### src/rtl/gsim_pkg.sv
// Shared definitions for the GSIM solver and its b-vector loader.
package gsim_pkg;

  localparam int GSIM_N   = 16;
  localparam int GSIM_RUN = 69;
  localparam int GSIM_BW  = 16;
  localparam int GSIM_XW  = 32;

  typedef enum logic [2:0] {
    LD_FILL,
    LD_ARM,
    LD_GAP,
    LD_SEND,
    LD_WAIT
  } gsim_ld_state_t;

endpackage

### src/rtl/gsim_vec_buf.sv
// One-vector b buffer: N words, one write port, one combinational read port.
module gsim_vec_buf
  import gsim_pkg::*;
#(
  parameter int N  = GSIM_N,
  parameter int W  = GSIM_BW,
  parameter int AW = $clog2(N)
) (
  input  logic          clk,
  input  logic          we,
  input  logic [AW-1:0] waddr,
  input  logic [W-1:0]  wdata,
  input  logic [AW-1:0] raddr,
  output logic [W-1:0]  rdata
);

  logic [W-1:0] mem_q [N];

  always_ff @(posedge clk) begin
    if (we) mem_q[waddr] <= wdata;
  end

  always_comb begin
    rdata = mem_q[raddr];
  end

endmodule

### src/rtl/gsim_b_loader.sv
// Buffers one N-word b vector, re-arms GSIM, streams the vector as one
// contiguous in_en burst, then waits for GSIM's out_valid burst or a timeout.
module gsim_b_loader
  import gsim_pkg::*;
#(
  parameter int N       = GSIM_N,
  parameter int TIMEOUT = 2000,
  parameter int TW      = $clog2(TIMEOUT + 1)
) (
  input  logic                clk,
  input  logic                reset,
  input  logic                s_valid,
  input  logic [GSIM_BW-1:0]  s_data,
  output logic                s_ready,
  output logic                gsim_rst,
  output logic                in_en,
  output logic [GSIM_BW-1:0]  b_out,
  input  logic                out_valid,
  output logic                vec_done,
  output logic                err
);

  localparam int            CW    = $clog2(N);
  localparam logic [CW-1:0] LAST  = CW'(N - 1);
  localparam logic [TW-1:0] TLAST = TW'(TIMEOUT - 1);

  gsim_ld_state_t state_q, state_d;

  logic [CW-1:0]      wcnt_q, wcnt_d;
  logic [CW-1:0]      rcnt_q, rcnt_d;
  logic [CW-1:0]      ocnt_q, ocnt_d;
  logic [TW-1:0]      tcnt_q, tcnt_d;
  logic               in_en_q, in_en_d;
  logic               gsim_rst_q, gsim_rst_d;
  logic               vec_done_q, vec_done_d;
  logic               err_q, err_d;
  logic [GSIM_BW-1:0] b_out_q, b_out_d;
  logic [GSIM_BW-1:0] rd_data;
  logic               wr_en;
  logic               done;
  logic               tout;

  // Read address is the next-cycle index so b_out can be registered
  // and still line up with in_en.
  gsim_vec_buf #(
    .N (N),
    .W (GSIM_BW)
  ) u_buf (
    .clk   (clk),
    .we    (wr_en),
    .waddr (wcnt_q),
    .wdata (s_data),
    .raddr (rcnt_d),
    .rdata (rd_data)
  );

  always_comb begin
    state_d = state_q;
    wcnt_d  = wcnt_q;
    rcnt_d  = rcnt_q;
    ocnt_d  = ocnt_q;
    tcnt_d  = tcnt_q;
    err_d   = err_q;
    wr_en   = 1'b0;
    done    = 1'b0;
    tout    = 1'b0;

    case (state_q)
      LD_FILL: begin
        if (s_valid) begin
          wr_en  = 1'b1;
          wcnt_d = wcnt_q + 1'b1;
          if (wcnt_q == LAST) begin
            wcnt_d  = '0;
            state_d = LD_ARM;
          end
        end
      end
      LD_ARM: state_d = LD_GAP;
      LD_GAP: begin
        rcnt_d  = '0;
        state_d = LD_SEND;
      end
      LD_SEND: begin
        rcnt_d = rcnt_q + 1'b1;
        if (rcnt_q == LAST) state_d = LD_WAIT;
      end
      LD_WAIT: begin
        tcnt_d = tcnt_q + 1'b1;
        if (out_valid) ocnt_d = ocnt_q + 1'b1;
        done = out_valid && (ocnt_q == LAST);
        tout = (tcnt_q == TLAST);
        // Completion takes priority over a coincident timeout.
        if (done || tout) begin
          state_d = LD_FILL;
          wcnt_d  = '0;
          ocnt_d  = '0;
          tcnt_d  = '0;
        end
        if (tout && !done) err_d = 1'b1;
      end
      default: state_d = LD_FILL;
    endcase

    gsim_rst_d = (state_d == LD_ARM);
    in_en_d    = (state_d == LD_SEND);
    b_out_d    = in_en_d ? rd_data : '0;
    vec_done_d = done;
  end

  always_ff @(posedge clk or posedge reset) begin
    if (reset) begin
      state_q    <= LD_FILL;
      wcnt_q     <= '0;
      rcnt_q     <= '0;
      ocnt_q     <= '0;
      tcnt_q     <= '0;
      in_en_q    <= 1'b0;
      gsim_rst_q <= 1'b0;
      vec_done_q <= 1'b0;
      err_q      <= 1'b0;
      b_out_q    <= '0;
    end else begin
      state_q    <= state_d;
      wcnt_q     <= wcnt_d;
      rcnt_q     <= rcnt_d;
      ocnt_q     <= ocnt_d;
      tcnt_q     <= tcnt_d;
      in_en_q    <= in_en_d;
      gsim_rst_q <= gsim_rst_d;
      vec_done_q <= vec_done_d;
      err_q      <= err_d;
      b_out_q    <= b_out_d;
    end
  end

  assign s_ready  = (state_q == LD_FILL);
  assign gsim_rst = gsim_rst_q | reset;
  assign in_en    = in_en_q;
  assign b_out    = b_out_q;
  assign vec_done = vec_done_q;
  assign err      = err_q;

endmodule

### config.mk
export PLATFORM = sky130hd
export DESIGN_NAME = gsim_b_loader
export DESIGN_NICKNAME = d
export VERILOG_FILES = /design/src/rtl/gsim_pkg.sv /design/src/rtl/gsim_vec_buf.sv /design/src/rtl/gsim_b_loader.sv
export SDC_FILE = /design/constraint.sdc
export NUM_CORES = 1
export LEC_CHECK = 0
export CAP_MARGIN = 20
export CORE_ASPECT_RATIO = 1.25
export CORE_MARGIN = 8
export CORE_UTILIZATION = 60
export DETAILED_ROUTE_END_ITERATION = 16
export PLACE_DENSITY = 0.79
export SETUP_SLACK_MARGIN = 0.05
export SYNTH_ARGS = -nofsm -noshare
export SYNTH_HDL_FRONTEND = slang
export SYNTH_SLANG_ARGS = --single-unit
### constraint.sdc
create_clock -name clk -period 6.7 [get_ports clk]
set_input_delay 1.005 -clock clk [delete_from_list [all_inputs] [get_ports clk]]
set_output_delay 1.005 -clock clk [all_outputs]
set_load 0.02 [all_outputs]
# Word-level counts from Yosys, hierarchy flattened
# Memories as Yosys holds them, arrays and structs flattened.
# Index checks and enable logic that the tools add are counted.
[classes]
add_sub_neg = 4
n_eq_ne = 12
muxes = 19
bitwise = 1
reduce_logical = 10
[op_table]
columns = ["operator", "n"]
rows = [
  ["$mux W4", 5],
  ["$mux W16", 1],
  ["$pmux W4 S2", 2],
  ["$pmux W3 S5", 1],
  ["$add A4 B1 Y4 const B", 3],
  ["$eq A4 B4 Y1 const B", 3],
  ["$mux W3", 4],
  ["$add A11 B1 Y11 const B", 1],
  ["$eq A11 B11 Y1 const B", 1],
  ["$mux W11", 1],
  ["$eq A3 B2 Y1 const B", 3],
  ["$eq A3 B1 Y1 const B", 2],
  ["$mux W1", 5],
  ["$ne A2 B2 Y1 const B", 2],
  ["$reduce_and A2 Y1", 2],
  ["$reduce_bool A2 Y1", 2],
  ["$eq A3 B3 Y1 const B", 1],
  ["$logic_not A3 Y1", 1],
  ["$reduce_and A3 Y1", 1],
  ["$logic_and A1 B1 Y1", 2],
  ["$logic_not A1 Y1", 1],
  ["$logic_or A1 B1 Y1", 1],
  ["$or A1 B1 Y1", 1],
]
[word_totals]
ff_bits = 46
ramBits = 256
inputBits = 20
output_inout_bits = 21
mem_count = 1
[memory_table]
columns = ["memory", "words", "width", "rd", "rd_clocked_by_memory_dff", "wr", "line_no", "rtl"]
rows = [
  ["u_buf.mem_q", 16, 16, 1, 0, 1, "gsim_vec_buf.sv:17", "logic [W-1:0] mem_q [N];"],
]

# Depth between registers and ports, before layout
# Gate-level depths: netlist (run 1).
[logic_depth]
depth_word = 7
ltp_mapped = 10

# Cells and area by module
# Synthesis (run 1) repeated with hierarchy kept, for this count alone.
[hier_totals]
cells_unflattened = 600
hier_area_um2 = 11750.0
[modules_own_cells]
columns = ["mod", "n_inst", "cells_each", "area_per_inst_um2", "seq_area_each_um2"]
rows = [
  ["gsim_vec_buf", 1, 416, 9723.1, 7687.4],
  ["gsim_b_loader", 1, 184, 2026.9, 1151.1],
]

# Worst setup path before layout (run 1)
# Ideal clock, no wire load.
[synth_timing]
path_kind = "flip-flop to flip-flop"
startpoint = "register state_q[0]"
endpoint = "memory u_buf.mem_q[3][0] (netlist bit) (enable)"
setup_ps = 409
arrival_time_ps = 2793
t_required_ps = 6291
setup_slack_ps = 3498
stages_incl_launch_ff = 7
cell_sequence = "dfrtp_1 > buf_2 > nor3_1 > and2_1 > buf_2 > nand2_1 > nor3_1"
[synth_between]
elab_chain_len = 4
[synth_rtl]
columns = ["item", "line_no", "rtl"]
rows = [
  ["from (decl)", "gsim_b_loader.sv:27", "gsim_ld_state_t state_q, state_d;"],
  ["from (signal assigned)", "gsim_b_loader.sv:124", "state_q <= state_d;"],
  ["$logic_not A3 Y1", "n/a", ""],
  ["via s_ready", "gsim_b_loader.sv:14", "output logic s_ready,"],
  ["$mux W1", "gsim_b_loader.sv:68", "case (state_q)"],
  ["$mux W1", "gsim_vec_buf.sv:20", "if (we) mem_q[waddr] <= wdata;"],
  ["$mux W1 (not written as such)", "gsim_vec_buf.sv:20", ""],
  ["to (decl)", "gsim_vec_buf.sv:17", ""],
]
# The timed path passes the listed nets, and every way through them passes these cells.

# Final worst setup path (run 1)
[layout_timing]
startpoint = "register state_q[2]"
endpoint = "register b_out_q[14], in the netlist b_out[14]"
[layout_between]
elab_chain_len = 5
word_cells_on_any_way = 14
classes_between = "eq/ne: 5; mux: 7; reduce/logical: 1; memory: 1"
[layout_rtl]
columns = ["item", "line_no", "rtl"]
rows = [
  ["branches (longest 4 deep; another with $mem_v2 Z16 W16)", "n/a", ""],
  ["$mux W16 *", "gsim_b_loader.sv:107", "b_out_d = in_en_d ? rd_data : '0;"],
  ["via b_out_d[14]", "gsim_b_loader.sv:37", "logic [GSIM_BW-1:0] b_out_q, b_out_d;"],
  ["to (signal assigned)", "gsim_b_loader.sv:133", "b_out_q <= b_out_d;"],
  ["to (decl)", "gsim_b_loader.sv:37", ""],
]
# Mark *: on every way through the listed nets, which the timed path passes.
# A chain may end at the register's enable or synchronous reset.

==> impl_metrics.toml, run 1 <==
[routing]
vias = 8903
drt-total-wl_mm = 32.7
vias_per_cell = 6.47
met2_length_mm = 15.8
wl_per_cell_um = 23.8
dr.first_iter.drc_count = 1092
drt-pass1-iter-count = 6
wl_met3_mm = 3.09
wl_met1_mm = 12.6
drc_errors = 0
top_layer_used = "met4"
antenna_left = 0

[critical_path]
cp.depth = 8
cp_slowest_stage_delay_ps = 600
path_cells = "nand2b_4, a21oi_4, buf_4, inv_2, mux4_2, nand3_1, a41oi_1, a221o_1"
crit_required_ps = 7140
cpMaxStageDelayCell = "inv_2"
crit_type = "flip-flop to flip-flop"
critPathCaptureType = "flip-flop"
cp_max_fo = 69
critPathLaunchType = "flip-flop"
crit_family = "buffers and inverters"
r2r.worst_path.cells = 8
worst_ep_arrival_time_ps = 4110
crit_buf_inv = 2

[synthesis]
ys.flop_type = "edfxtp_1"
synth_seq_area_share_pct = 66.8
ys_types = 60
synthesis.instances = 1043
synth_edf_count = 256
yosysTopAreaCell = "edfxtp_1"
synthArstFlopShare_pct = 15.2
netlist_area_um2 = 13200
yosysTopAreaCellShare_pct = 58.1
ys_seq_elements = 302
yosys-top-cells-area = "edfxtp_1, dfrtp_1, mux2i_1, nand2_1, nor2_1"
syn-num-nets = 1070
synth.avg_cell_area_um2 = 12.7
synth_warnings = 0

[layout]
final_cell_mix = "edfxtp_1, nand2_1, mux2i_1"
area_growth_pct = 12.4
n_antenna_cell = 0
num-fill-cells = 1438
fin_cells = 1375
final_common_cell = "edfxtp_1"
drive_gt1_share_pct = 9.67
nets = 1100

[power]
powerDensity_nw_per_um2 = 472
swShare_pct = 39.7
p_clk_share_pct = 23.9
seqPwrFrac_pct = 31.9
switching_power_uw = 2790
p_leak_uw = 0.00542
combPwrFrac_pct = 44.1
p_int_uw = 4230
peakVddDrop_v = 0.000516

[grt]
grt_max_degree = 70
antenna_found_initial = 0
grt_usage_pct = 24.1
grt_pass1_vias = 8522
grt_pass1_wl_mm = 50.0
grt-ovfl-total = 0

[sta]
finClkSkew_ps = 11.3
setup_viol = 0
hold_viol = 0
layout_min_cycle_time_ps = 3670
max_freq_mhz = 272
period_share_pct = 54.8
tns_ps = 0
rsz0062_at_grt = "false"
relSlewSlack_pct = 24.5
tightest_slew_ps = 1130
maxSlewViolCount = 0

[place]
hpwl_mm = 19.3
dp_cells = 1318
place.gp.congestion = 0.880
port_buffers = 40

[min_path]
min_path_cells = 1
hp-class = "flip-flop to flip-flop"

[clock_network]
cts_buffer_depth = 3
clkSinkCount = 302
cts_resized = 0
cts_htree_levels = 1
cts_made_buffers = 29
tritoncts = "done"
clk_pin_slew_ps = 60
root_buffer = "clkbuf_16"
cts_hold_buf = 0
post_cts_buffers = 0
insertion_delay_ps = 560

[floorplan]
dieArea_um2 = 27100
core_um2 = 21600
pin_count = 41
rows = 60
initial_core_util_pct = 61.2
die_w_um = 149
die_h_um = 182

[outcome]
status = "complete, no violations"

[flow_run]
drv_cap = 0
-- kinds of logic (layout without fill, tap and decap cells) --
group / count (synthesis) / count (layout) / synth area share, %
buffers and inverters: 75 / 128 / 3.05
adders and majority gates: 7 / 7 / 0.662
and+or+nand+nor: 409 / 409 / 13.9
muxes: 88 / 88 / 7.23
xor gates and xnor gates: 7 / 7 / 0.463
AOI/OAI and AO/OA: 155 / 155 / 7.86
DFF: 302 / 302 / 66.8
-- power by group through the flow --
stage	combinational [uW]	clock (uW)	sequential, uW
3_5_place_dp	3020	0	2280
3_3_place_gp	2940	0	2270
4_1_cts	3050	1690	2240
6_report	3100	1680	2240
2_1_floorplan	2220	0	2270
5_1_grt	3300	1770	2250
-- registers in the layout (all words and copies together) (netlist names) --
signal,cells
u_buf.mem_q,256
b_out,16
tcnt_q,11
ocnt_q,4
rcnt_q,4
wcnt_q,4
state_q,3
err,1
gsim_rst_q,1
in_en,1
vec_done,1
-- cell type report --
cell class / instances / area (um2) / area share (%)
flip-flops and latches: 302 / 8840 / 59.4
clock buffers: 34 / 744 / 5.00
inverters: 7 / 26.3 / 0.177
clock inverters: 20 / 240 / 1.61
repair buffers: 67 / 638 / 4.29
well taps: 279 / 349 / 2.35
multi-input cells: 666 / 4040 / 27.2
-- synthesized netlist by cell type, drive strengths merged (4+ instances only) --
| master | count |
|---|---|
| dfrtp | 46 |
| ha | 7 |
| mux2i | 83 |
| nand3 | 51 |
| buf | 42 |
| a31oi | 15 |
| a21oi | 9 |
| edfxtp | 256 |
| nand2 | 198 |
| and3 | 35 |
| nand2b | 5 |
| inv | 7 |
| xor2 | 4 |
| nand4 | 5 |
| o21ai | 49 |
| nor2 | 84 |
| nor3 | 10 |
| a221oi | 14 |
| and2 | 4 |
| mux4 | 5 |
| clkbuf | 26 |
| a21boi | 13 |
| o211ai | 40 |
-- per-layer routing --
| metal | vias up | track usage, % |
|---|---|---|
| met5 | - | 0 |
| li1 | 3910 | - |
| met1 | 4333 | 32.5 |
| met3 | 99 | 3.06 |
| met2 | 561 | 39.5 |
| met4 | 0 | 9.07 |
-- path summary, 6_finish.rpt --
check                      startpoint         end  slack, ps
setup / recovery           state_q[2]   b_out[14]       3030
hold / removal                    err         err        470
setup reg to reg           state_q[2]   b_out[14]       3030
hold reg to reg                   err         err        470
max in group asynchronous       reset    b_out[9]       5410
min in group asynchronous       reset  state_q[0]        770
-- worst register-to-register path: stages, from the launching register on --
cell and delay [ps]:
dfrtp_1 480, nand2b_4 590, a21oi_4 310, buf_4 570
inv_2 620, mux4_2 490, nand3_1 90, a41oi_1 100
a221o_1 310
-- stage by stage --
| stage | total power [uW] | util, % | hold slack [ps] | worst slack (ps) | cell area (um2) |
|---|---|---|---|---|---|
| after global placement | 5210 | 63.9 | 442 | 3130 | 13800 |
| after floorplan | 4490 | - | 438 | 3500 | 13200 |
| after CTS | 6980 | 68.6 | 474 | 3110 | 14800 |
| after global routing | 7320 | 68.8 | 484 | 2830 | 14900 |
| final | 7020 | 68.8 | 468 | 3030 | 14900 |
| after detailed placement | 5300 | 64.0 | 463 | 3130 | 13800 |
(Power assumes the default switching activity.)
==> run 2: changes to the inputs <==
--- a/config.mk
+++ b/config.mk
@@ -8,9 +8,9 @@
 export CAP_MARGIN = 20
 export CORE_ASPECT_RATIO = 1.25
 export CORE_MARGIN = 8
-export CORE_UTILIZATION = 60
+export CORE_UTILIZATION = 55
 export DETAILED_ROUTE_END_ITERATION = 16
-export PLACE_DENSITY = 0.79
+export PLACE_DENSITY = 0.76
 export SETUP_SLACK_MARGIN = 0.05
 export SYNTH_ARGS = -nofsm -noshare
 export SYNTH_HDL_FRONTEND = slang
==> constraint.sdc (replaced) <==
create_clock -name clk -period 3 [get_ports clk]
set_input_delay 0.45 -clock clk [delete_from_list [all_inputs] [get_ports clk]]
set_output_delay 0.45 -clock clk [all_outputs]
set_load 0.02 [all_outputs]
==> run 2 against run 1 <==
  * Non-clock buffer count grew 24
  * Sequential power grew 120%
  * Critical path depth is 1 lower
  * Setup slack worse by 2800 ps
  * Clock skew grew 1.2 ps
  * Global-route usage decreased by 2.5 points
  * Clock-buffer cell count grew 12
  * Combinational power increased by 130%
  * Core utilization down 5.5 points
  * Design area is 0.62% higher
  * Die area grew 8.2%
  * Largest power group unchanged
==> impl_metrics.toml, run 2 (same netlist as run 1, synthesis figures left out) <==
[outcome]
status = "complete, no violations"

[routing]
antenna_left = 0
dr.first_iter.drc_count = 900
vias = 8742
drt-total-wl_mm = 31.8
wl_per_cell_um = 22.5
drc_errors = 0
vias_per_cell = 6.19
drt-pass1-iter-count = 5

[floorplan]
die_w_um = 155
initial_core_util_pct = 55.9
rows = 63
pin_count = 41
core_um2 = 23600
die_h_um = 189
dieArea_um2 = 29300

[power]
powerDensity_nw_per_um2 = 1040
switching_power_uw = 6090
seqPwrFrac_pct = 32.1
combPwrFrac_pct = 46.1
p_leak_uw = 0.00549
p_int_uw = 9410
swShare_pct = 39.3
peakVddDrop_v = 0.000679
p_clk_share_pct = 21.8

[min_path]
hp-class = "input pin to asynchronous set/reset pin"

[layout]
largest-register = "u_buf.mem_q"
n_antenna_cell = 0
multi_input_area_um2 = 4040
fin_cells = 1412
num-fill-cells = 1729
nets = 1124
area_growth_pct = 13.1
final_cell_mix = "edfxtp_1, nand2_1, mux2i_1"
largest_reg_flops = 256
final_common_cell = "edfxtp_1"
design_area_um2 = 15000
drive_gt1_share_pct = 11.1
regArea_um2 = 8840

[critical_path]
cp_max_fo = 35
crit_type = "flip-flop to flip-flop"
crit_required_ps = 3400
critPathLaunchType = "flip-flop"
worst_ep_arrival_time_ps = 3150
critPathCaptureType = "flip-flop"

[sta]
maxSlewViolCount = 0
layout_min_cycle_time_ps = 2750
setup_viol = 0
tns_ps = 0
tightest_slew_ps = 1020
finClkSkew_ps = 12.5
max_freq_mhz = 364
rsz0062_at_grt = "false"
period_share_pct = 91.6
hold_viol = 0
relSlewSlack_pct = 31.7

[clock_network]
cts_htree_levels = 1
tritoncts = "done"
clk_pin_slew_ps = 60
clkSinkCount = 302
cts_made_buffers = 29
root_buffer = "clkbuf_16"
cts_hold_buf = 0
cts_buffer_depth = 3
insertion_delay_ps = 540

[place]
dp_cells = 1358
hpwl_mm = 19.5
port_buffers = 40
place.gp.congestion = 0.898
dpl_cell_area_um2 = 14100

[grt]
grt-ovfl-total = 0
grt_usage_pct = 21.6
grt_max_degree = 53
grt_pass1_wl_mm = 49.3
antenna_found_initial = 0
grt_pass1_vias = 8691

[flow_run]
drv_cap = 0
## run 2: changes by cell type in the layout (fill, tap and decap cells not counted), sizes merged
| cell | before | now |
|---|---|---|
| buf | 27 | 51 |
| clkbuf | 34 | 46 |
| clkinv | 14 | 7 |
| bufinv | 5 | 0 |
## run 2: critical path, cell delays in order (launching register included)
cell	delay (ps)
dfrtp_1	390
ha_1	370
and4b_1	230
a21oi_4	230
buf_4	390
nand2b_1	490
o211ai_1	360
o211ai_1	120
## run 2: layer usage
metal | vias up | global-route usage, % | routed length, um
li1 | 3947 | - | -
met1 | 4324 | 28.2 | 13000
met2 | 407 | 36.3 | 15600
met3 | 64 | 3.19 | 2330
met4 | 0 | 8.04 | 898
met5 | - | 0 | 0
## run 2: what timing repair did
item,CTS,global route
setup buffers,0,0
setup endpoints to repair,0,1
gates resized for setup,0,1
hold endpoints to repair,0,0
## run 2: power groups by stage
stage | Sequential [uW] | Combinational [uW] | Clock (uW)
2_1_floorplan | 5080 | 4960 | 0
3_3_place_gp | 5060 | 6900 | 0
3_5_place_dp | 5060 | 7040 | 0
4_1_cts | 4980 | 7080 | 3400
5_1_grt | 5000 | 7700 | 3580
6_report | 4980 | 7150 | 3370
## run 2: final timing paths
path / from / to / slack [ps] / cells past startpoint
max in group asynchronous: reset / b_out[11] / 2120 / 3
hold / removal: reset / wcnt_q[0] / 450 / 3
setup / recovery: rcnt_q[0] / b_out[5] / 250 / 7
hold reg to reg: err / err / 460 / 1
setup reg to reg: rcnt_q[0] / b_out[5] / 250 / 7
min in group clk: err / err / 460 / 1
## run 2: cell type report
| type | count | area share, % |
|---|---|---|
| clock inverters | 8 | 0.309 |
| inverters | 7 | 0.176 |
| repair buffers | 91 | 5.51 |
| flip-flops and latches | 302 | 59.0 |
| multi-input cells | 666 | 27.0 |
| well taps | 292 | 2.44 |
| clock buffers | 46 | 5.54 |
## run 2: stage by stage
stage / utilization [%] / setup WS [ps] / total power (uW) / hold WS (ps)
6_report: 63.3 / 253 / 15500 / 445
5_1_grt: 63.3 / 57.6 / 16300 / 501
4_1_cts: 63.3 / 131 / 15500 / 466
3_5_place_dp: 59.6 / 117 / 12100 / 450
3_3_place_gp: 59.6 / 176 / 12000 / 446
2_1_floorplan: - / 223 / 10000 / 438
==> run 3: changes to the inputs <==
--- a/config.mk
+++ b/config.mk
@@ -5,12 +5,13 @@
 export SDC_FILE = /design/constraint.sdc
 export NUM_CORES = 1
 export LEC_CHECK = 0
+export ABC_AREA = 1
 export CAP_MARGIN = 20
 export CORE_ASPECT_RATIO = 1.25
 export CORE_MARGIN = 8
 export CORE_UTILIZATION = 55
 export DETAILED_ROUTE_END_ITERATION = 16
-export PLACE_DENSITY = 0.76
+export PLACE_DENSITY = 0.77
 export SETUP_SLACK_MARGIN = 0.05
 export SYNTH_ARGS = -nofsm -noshare
 export SYNTH_HDL_FRONTEND = slang
==> run 3 against run 2 <==
  * Clock skew increased by 1.4 ps
  * Final cell count rose by 2.7%
  * Global-route usage is 0.57 points lower
  * Flip-flop and latch count did not move
  * Combinational power increased by 6.4%
  * Largest cell class unchanged
  * Largest power group unchanged
  * Highest routed layer unchanged
==> impl_metrics.toml, run 3 <==
[place]
place.gp.congestion = 0.853
port_buffers = 40
hpwl_mm = 17.1
dp_cells = 1398

[critical_path]
critPathCaptureType = "flip-flop"
cpMaxStageDelayCell = "nor2_2"
cp_max_fo = 7
crit_buf_inv = 3
cp_common_cell = "nand2_1"
crit_family = "simple AND/OR/NAND/NOR gates"
crit_required_ps = 3250
worst_ep_arrival_time_ps = 2730
path_cells = "nor2_1, nand2_1, inv_1, nand2_1, inv_1, nand2_1, nor2_2, buf_4"
crit_type = "flip-flop to flip-flop"
critPathLaunchType = "flip-flop"
cp_slowest_stage_delay_ps = 490

[routing]
wl_per_cell_um = 19.9
dr.first_iter.drc_count = 899
drt-total-wl_mm = 28.8
drt-pass1-iter-count = 5
antenna_left = 0
drc_errors = 0
vias_per_cell = 5.80
vias = 8415

[floorplan]
die_h_um = 183
core_um2 = 22100
rows = 61
dieArea_um2 = 27400
initial_core_util_pct = 55.6
pin_count = 41
die_w_um = 150

[sta]
tns_ps = 0
timing.hold.ws_ps = 426
finClkSkew_ps = 13.9
period_share_pct = 82.6
relSlewSlack_pct = 54.1
tightest_slew_ps = 687
setup_viol = 0
layout_min_cycle_time_ps = 2480
rsz0062_at_grt = "false"
hold_viol = 0
maxSlewViolCount = 0
max_freq_mhz = 403

[synthesis]
synthesis.instances = 1082
syn-num-nets = 1109
yosysTopAreaCell = "edfxtp_1"
ys_types = 33
ys.flop_type = "edfxtp_1"
synth_edf_count = 256
yosysTopAreaCellShare_pct = 62.5
yosys-top-cells-area = "edfxtp_1, nand2_1, dfrtp_1, nand3_1, nor2_1"
ys_seq_elements = 302
synth_most_common_cell = "nand2_1"
netlist_area_um2 = 12300
synth_warnings = 0
synth.avg_cell_area_um2 = 11.4
synth_seq_area_share_pct = 71.8
synthArstFlopShare_pct = 15.2
synth_common_cells = "nand2_1, edfxtp_1, nand3_1"

[layout]
area_growth_pct = 15.0
final_cell_mix = "nand2_1, edfxtp_1, nand3_1"
fin_cells = 1450
drive_gt1_share_pct = 9.43
largest-register = "u_buf.mem_q"
largest_reg_flops = 256
n_antenna_cell = 0
nets = 1172
final_common_cell = "nand2_1"
fin_util_pct = 64.0

[clock_network]
cts_made_buffers = 28
cts_buffer_depth = 3
cts_hold_buf = 0
clkSinkCount = 302
insertion_delay_ps = 550
tritoncts = "done"
root_buffer = "clkbuf_16"
cts_htree_levels = 1
clk_pin_slew_ps = 70
cts_resized = 0
post_cts_buffers = 0

[grt]
grt_pass1_wl_mm = 44.7
antenna_found_initial = 0
grt_pass1_vias = 8392
grt_max_degree = 53
grt-ovfl-total = 0
grt_usage_pct = 21.1

[min_path]
hp-class = "input pin to asynchronous set/reset pin"

[flow_run]
drv_cap = 0

[outcome]
status = "complete, no violations"

[power]
p_leak_uw = 0.00547
peakVddDrop_v = 0.000860
power_uw = 16100
powerDensity_nw_per_um2 = 1140
-- run 3: tightest hold or removal path, delay by kind of cell --
| family | cells | cell delay (ps) |
|---|---|---|
| buf+inv | 3 | 1010 |
-- run 3: metrics by stage --
stage	worst slack, ps	area (um2)
after floorplan	689	12300
final	521	14200
after global placement	663	13200
after detailed placement	613	13200
after global routing	413	14200
after CTS	513	14200
-- run 3: cell type report --
class,instances,area (um2)
fill,1586,7980
multi-input combinational,684,3070
inverter,48,180
sequential,302,8840
clock buffer,35,768
clock inverter,17,158
timing repair buffer,81,783
tap,283,354
-- run 3: report_power, final --
part           internal, uW  switching (uW)  leakage [uW]
clock                  2060            1480      0.000452
combinational          2440            5170       0.00216
sequential             4790             143       0.00285
-- run 3: logic make-up after synthesis --
family	share of synthesized area, %
flip-flops	71.8
AND/OR/NAND/NOR	22.2
AO/OA/AOI/OAI	1.21
XOR/XNOR	0.498
buffers and inverters	3.57
adder cells (fa/ha/maj)	0.712
-- run 3: final timing paths --
check | start | slack [ps] | to | cells past startpoint
min | reset | 430 | b_out[12] | 3
max reg2reg | state_q[1] | 520 | u_buf.mem_q[10][1] | 8
max in group asynchronous | reset | 2110 | b_out[13] | 3
max | state_q[1] | 520 | u_buf.mem_q[10][1] | 8
min in group clk | tcnt_q[10] | 450 | tcnt_q[10] | 1
min reg2reg | tcnt_q[10] | 450 | tcnt_q[10] | 1
-- run 3: layer usage --
| metal | GRT usage [%] | vias up | wire length [um] |
|---|---|---|---|
| li1 | - | 3840 | - |
| met1 | 26.2 | 4099 | 10900 |
| met2 | 34.8 | 387 | 14300 |
| met3 | 3.57 | 89 | 2360 |
| met4 | 10.9 | 0 | 1260 |
| met5 | 0 | - | 0 |
==> variant 1 (settings of run 2) <==
The 5 states of `gsim_ld_state_t` get a one-hot encoding in 5 bits.
--- a/src/rtl/gsim_pkg.sv
+++ b/src/rtl/gsim_pkg.sv
@@ -6,12 +6,12 @@
   localparam int GSIM_BW  = 16;
   localparam int GSIM_XW  = 32;
 
-  typedef enum logic [2:0] {
-    LD_FILL,
-    LD_ARM,
-    LD_GAP,
-    LD_SEND,
-    LD_WAIT
+  typedef enum logic [4:0] {
+    LD_FILL = 5'b00001,
+    LD_ARM  = 5'b00010,
+    LD_GAP  = 5'b00100,
+    LD_SEND = 5'b01000,
+    LD_WAIT = 5'b10000
   } gsim_ld_state_t;
 
 endpackage
Formal check against the unedited RTL: same outputs for any inputs over 10 cycles, from zero or initial values and one cycle with reset high; not proved beyond that.
==> variant 1 against run 2 <==
Cell count rose by 3.3%; wire length up 14%; sequential cell count is 2 higher; area after synthesis increased by 4.1%; cell area is 5.6% higher; highest routed layer unchanged; worst setup slack worse by 0.017 ns; count of clock-buffer cells in the layout fell by 8.
Power is not compared: it rests on default switching activity, and its combinational part moved more than twofold at a synthesized area within 25%.
==> variant 1: results (changes against run 2) <==
placed inst area - 14700 sq um (was 14100 sq um)
CTS Buffer Depth - 3 (unchanged)
Netlist cell types - 70 (was 60)
initial antenna violation count - 0 (unchanged)
crit path DAT - 3.27 ns (was 3.15 ns)
gpl congestion - 0.825 (was 0.898)
post-DP HPWL - 21.6 mm (was 19.5 mm)
Clock Latency Late Sink - 0.57 ns (was 0.54 ns)
via count - 9893 (was 8742)
port bufs - 40 (unchanged)
Clock transition at path regs - 0.07 ns
worst slew pin tran - 0.706 ns (was 1.02 ns)
worst vdd ir - 520 uV
routed len/inst - 24.8 um (was 22.5 um)
outcome - completed (unchanged)
Clock Tree Root - clkbuf_16 (unchanged)
share of cells above drive strength 1 - 16.3% (was 11.1%)
Num CTS Buffers - 29 (unchanged)
max FFs per register - 256 (unchanged)
leading cell types by count after synthesis - edfxtp_1, nand2_1, o22ai_1, o21ai_0 (was edfxtp_1, nand2_1, nor2_1, mux2i_1, nand3_1)
drt pass-1 iters - 7 (was 5)
register area share after synthesis - 64.6% (was 66.8%)
worst-path maximum fanout - 32 (was 35)
path depth of the worst reg2reg path - 7 (unchanged)
largest net degree at the start of global routing - 50 (was 53)
# resized after CTS - 0 (unchanged)
async set or reset register ratio after synthesis - 15.8% (was 15.2%)
skew final - 0.0189 ns (was 0.0125 ns)
Most flops, register - u_buf.mem_q (unchanged)
total track usage - 23.8% (was 21.6%)
top area cells in the synthesized netlist - edfxtp_1, dfrtp_1, mux2_2 (was edfxtp_1, dfrtp_1, mux2i_1)
DRT iter0 DRCs - 1110 (was 900)
vias in the first global route - 9823 (was 8691)
first-pass GRT wire length - 55.4 mm (was 49.3 mm)
Layout Nets - 1132 (was 1124)
variant 1: metal layers:
| layer | wire [um] | part of all wire, % | global-route usage [%] |
|---|---|---|---|
| met4 | 1750 | 4.8 | 12.9 |
| met1 | 13800 | 38 | 29.2 |
| met3 | 3040 | 8.4 | 3.88 |
| met5 | 0 | 0 | 0 |
| met2 | 17700 | 49 | 39.9 |
variant 1: cell families (layout without fill, tap and decap cells):
logic type                 count (synthesis)  after routing  share of synthesized area [%]
buffers and inverters                     88            157                           2.96
and+or+nand+nor                          232            232                           8.45
AOI/OAI and AO/OA                        352            352                           17.5
muxes                                     66             66                           5.25
DFF                                      304            304                           64.6
xor gates and xnor gates                  10             10                          0.636
adders and majority gates                  7              7                          0.636
variant 1: worst max-delay path, stage by stage, from the launching register on:
cell and delay, ns:
dfrtp_1 0.49, or4_2 0.77, nand2b_4 0.27, and2_1 0.22
buf_12 0.20, o221ai_1 0.15, a222oi_1 0.36, a31o_1 0.20
variant 1: final cells by class:
| class | count | area, sq um |
|---|---|---|
| flip-flops and latches | 304 | 8890 |
| fillers | 1773 | 8780 |
| multi-input cells | 667 | 4520 |
| repair buffers | 97 | 891 |
| clock buffers | 38 | 769 |
| well taps | 330 | 413 |
| clock inverters | 16 | 295 |
| inverters | 6 | 25.0 |
variant 1: metrics by stage:
| stage | power, mW | std cells | worst slack (ns) | hold WS (ns) | util (%) |
|---|---|---|---|---|---|
| final | 10.5 | 1458 | 0.236 | 0.256 | 64.3 |
| after global routing | 10.9 | 1458 | 0.123 | 0.307 | 64.3 |
| after CTS | 10.5 | 1458 | 0.266 | 0.261 | 64.3 |
| after detailed placement | 6.50 | 1404 | 0.283 | 0.454 | 60.0 |
| after global placement | 6.45 | 1404 | 0.331 | 0.450 | 60.0 |
| after floorplan | 6.01 | 1059 | 0.221 | 0.470 | - |
variant 1: final timing paths:
kind	start	endpoint	slack, ns
worst max register to register	state_q[1]	b_out[3]	0.24
worst min register to register	err	err	0.46
worst max-delay path	state_q[1]	b_out[3]	0.24
max in group asynchronous	reset	state_q[0]	2.06
worst min-delay path	reset	vec_done	0.26
min in group clk	err	err	0.46
variant 1: report_power, final:
part	total (mW)	internal, mW	switching [mW]
Clock	4.07	2.50	1.57
Combinational	1.28	0.406	0.870
Sequential	5.18	4.98	0.208
Total	10.5	7.89	2.65
==> variant 2 (settings of run 2) <==
Without the edit above. Change the parameter `TIMEOUT` from 2000 to 4000.
--- a/src/rtl/gsim_b_loader.sv
+++ b/src/rtl/gsim_b_loader.sv
@@ -4,7 +4,7 @@
   import gsim_pkg::*;
 #(
   parameter int N       = GSIM_N,
-  parameter int TIMEOUT = 2000,
+  parameter int TIMEOUT = 4000,
   parameter int TW      = $clog2(TIMEOUT + 1)
 ) (
   input  logic                clk,
Function: no difference found for any inputs over 10 cycles, from zero or initial values and one cycle with reset high; that may be too few to reach the edited logic, so the function may still have changed.
==> variant 2 against run 2 <==
Worst setup slack got worse by 0.011 ns; register-to-register slack improved by 0.09 ns; area after synthesis decreased by 7.8%; die area decreased by 7.1%; clock skew decreased by 0.0018 ns; sequential cell count increased by 1; wire length decreased by 14%; cell area decreased by 6.3%; fmax decreased by 0.39%; sequential power about the same; power decreased by 9.0%; first-iteration DRC count decreased by 5.3%; critical path type is now reg -> out; critical endpoint is now s_ready.
==> variant 2: results (changes against run 2) <==
top area cells in the synthesized netlist - edfxtp_1, dfrtp_1, mux4_2 (was edfxtp_1, dfrtp_1, mux2i_1)
worst-path maximum fanout - 12 (was 35)
Netlist cell types - 54 (was 60)
reg2reg setup slack - 0.34 ns (was 0.25 ns)
syn avg cell area - 15.7 sq um (was 12.7 sq um)
outcome - completed (unchanged)
worst slew pin tran - 1.05 ns (was 1.02 ns)
routed len/inst - 23.9 um (was 22.5 um)
CTS H-tree depth - 1 (unchanged)
worst hold margin - 0.445 ns (about the same)
placed cells - 1099 (was 1358)
placed inst area - 13100 sq um (was 14100 sq um)
register area share after synthesis - 72.7% (was 66.8%)
CTS Buffer Depth - 3 (unchanged)
DRT iter0 DRCs - 852 (was 900)
CP top delay family - buffers and inverters (was simple AND/OR/NAND/NOR gates)
total track usage - 20.3% (was 21.6%)
DRT Wirelength - 27.4 mm (was 31.8 mm)
Num CTS Buffers - 27 (was 29)
leading cell types by count after synthesis - edfxtp_1, nand2_1, dfrtp_1, nand3_1 (was edfxtp_1, nand2_1, nor2_1, mux2i_1, nand3_1)
crit path DAT - 2.31 ns (was 3.15 ns)
Leakage Power - 4.83 nW (was 5.49 nW)
TritonCTS Sinks - 303 (was 302)
Layout Nets - 872 (was 1124)
vias in the first global route - 7424 (was 8691)
# fillers - 1436 (was 1729)
worst vdd ir - 765 uV (was 679 uV)
max incr delay on CP - 0.72 ns (was 0.49 ns)
syn_nets - 804 (was 1070)
crit path from - state_q[0] (was rcnt_q[0])
gpl congestion - 0.841 (was 0.898)
path depth of the worst reg2reg path - 5 (was 7)
reg2reg end - b_out[12] (was b_out[5])
largest net degree at the start of global routing - 49 (was 53)
async set or reset register ratio after synthesis - 15.5% (was 15.2%)
critical path's slowest cell - clkdlybuf4s50_1 (was nand2b_1)
detail-routed via count per cell - 6.25 (was 6.19)
-- variant 2: worst max-delay path by stage --
stage | slack, ns | to
final | 0.24 | s_ready
after global routing | 0.16 | s_ready
after CTS | 0.22 | s_ready
after detailed placement | 0.44 | u_buf.mem_q[3][2]
after global placement | 0.50 | u_buf.mem_q[1][11]
after floorplan | 0.38 | u_buf.mem_q[15][0]
-- variant 2: through the flow --
stage	setup slack (ns)	utilization [%]
5_1_grt	0.159	63.8
4_1_cts	0.222	63.8
3_3_place_gp	0.498	59.6
2_1_floorplan	0.381	-
3_5_place_dp	0.442	59.6
6_report	0.242	63.8
-- variant 2: metal layers --
metal	wire, um	global-route usage (%)
met1	10800	26.8
met2	13900	33.8
met3	1830	2.45
met4	906	7.65
met5	0	0
-- variant 2: logic make-up (layout without fill, tap and decap cells) --
kind of cell               after synthesis  in the layout  synth area share (%)
adders and majority gates                7              7                 0.718
xor gates and xnor gates                 5              5                 0.359
DFF                                    303            303                  72.7
and+or+nand+nor                        238            238                  9.58
muxes                                   56             56                  8.19
buffers and inverters                   51            140                  1.93
AOI/OAI and AO/OA                      117            117                  6.56
-- variant 2: tightest hold or removal path, delay by kind of cell --
family / cells / cell delay, ns
buffers and inverters: 3 / 1.02
-- variant 2: report_power, final --
group          switching, mW  leakage (nW)  internal [mW]  total (mW)
Combinational           3.21          1.52           2.33        5.54
Clock                   1.48         0.453           2.09        3.57
Sequential             0.203          2.86           4.79        4.99
-- variant 2: layout make-up --
cell class | instances | share of cell area, %
clock buffer | 38 | 5.33
tap | 283 | 2.52
inverter | 8 | 0.214
clock inverter | 12 | 1.22
multi-input combinational | 423 | 22.1
sequential | 303 | 63.2
timing repair buffer | 82 | 5.37
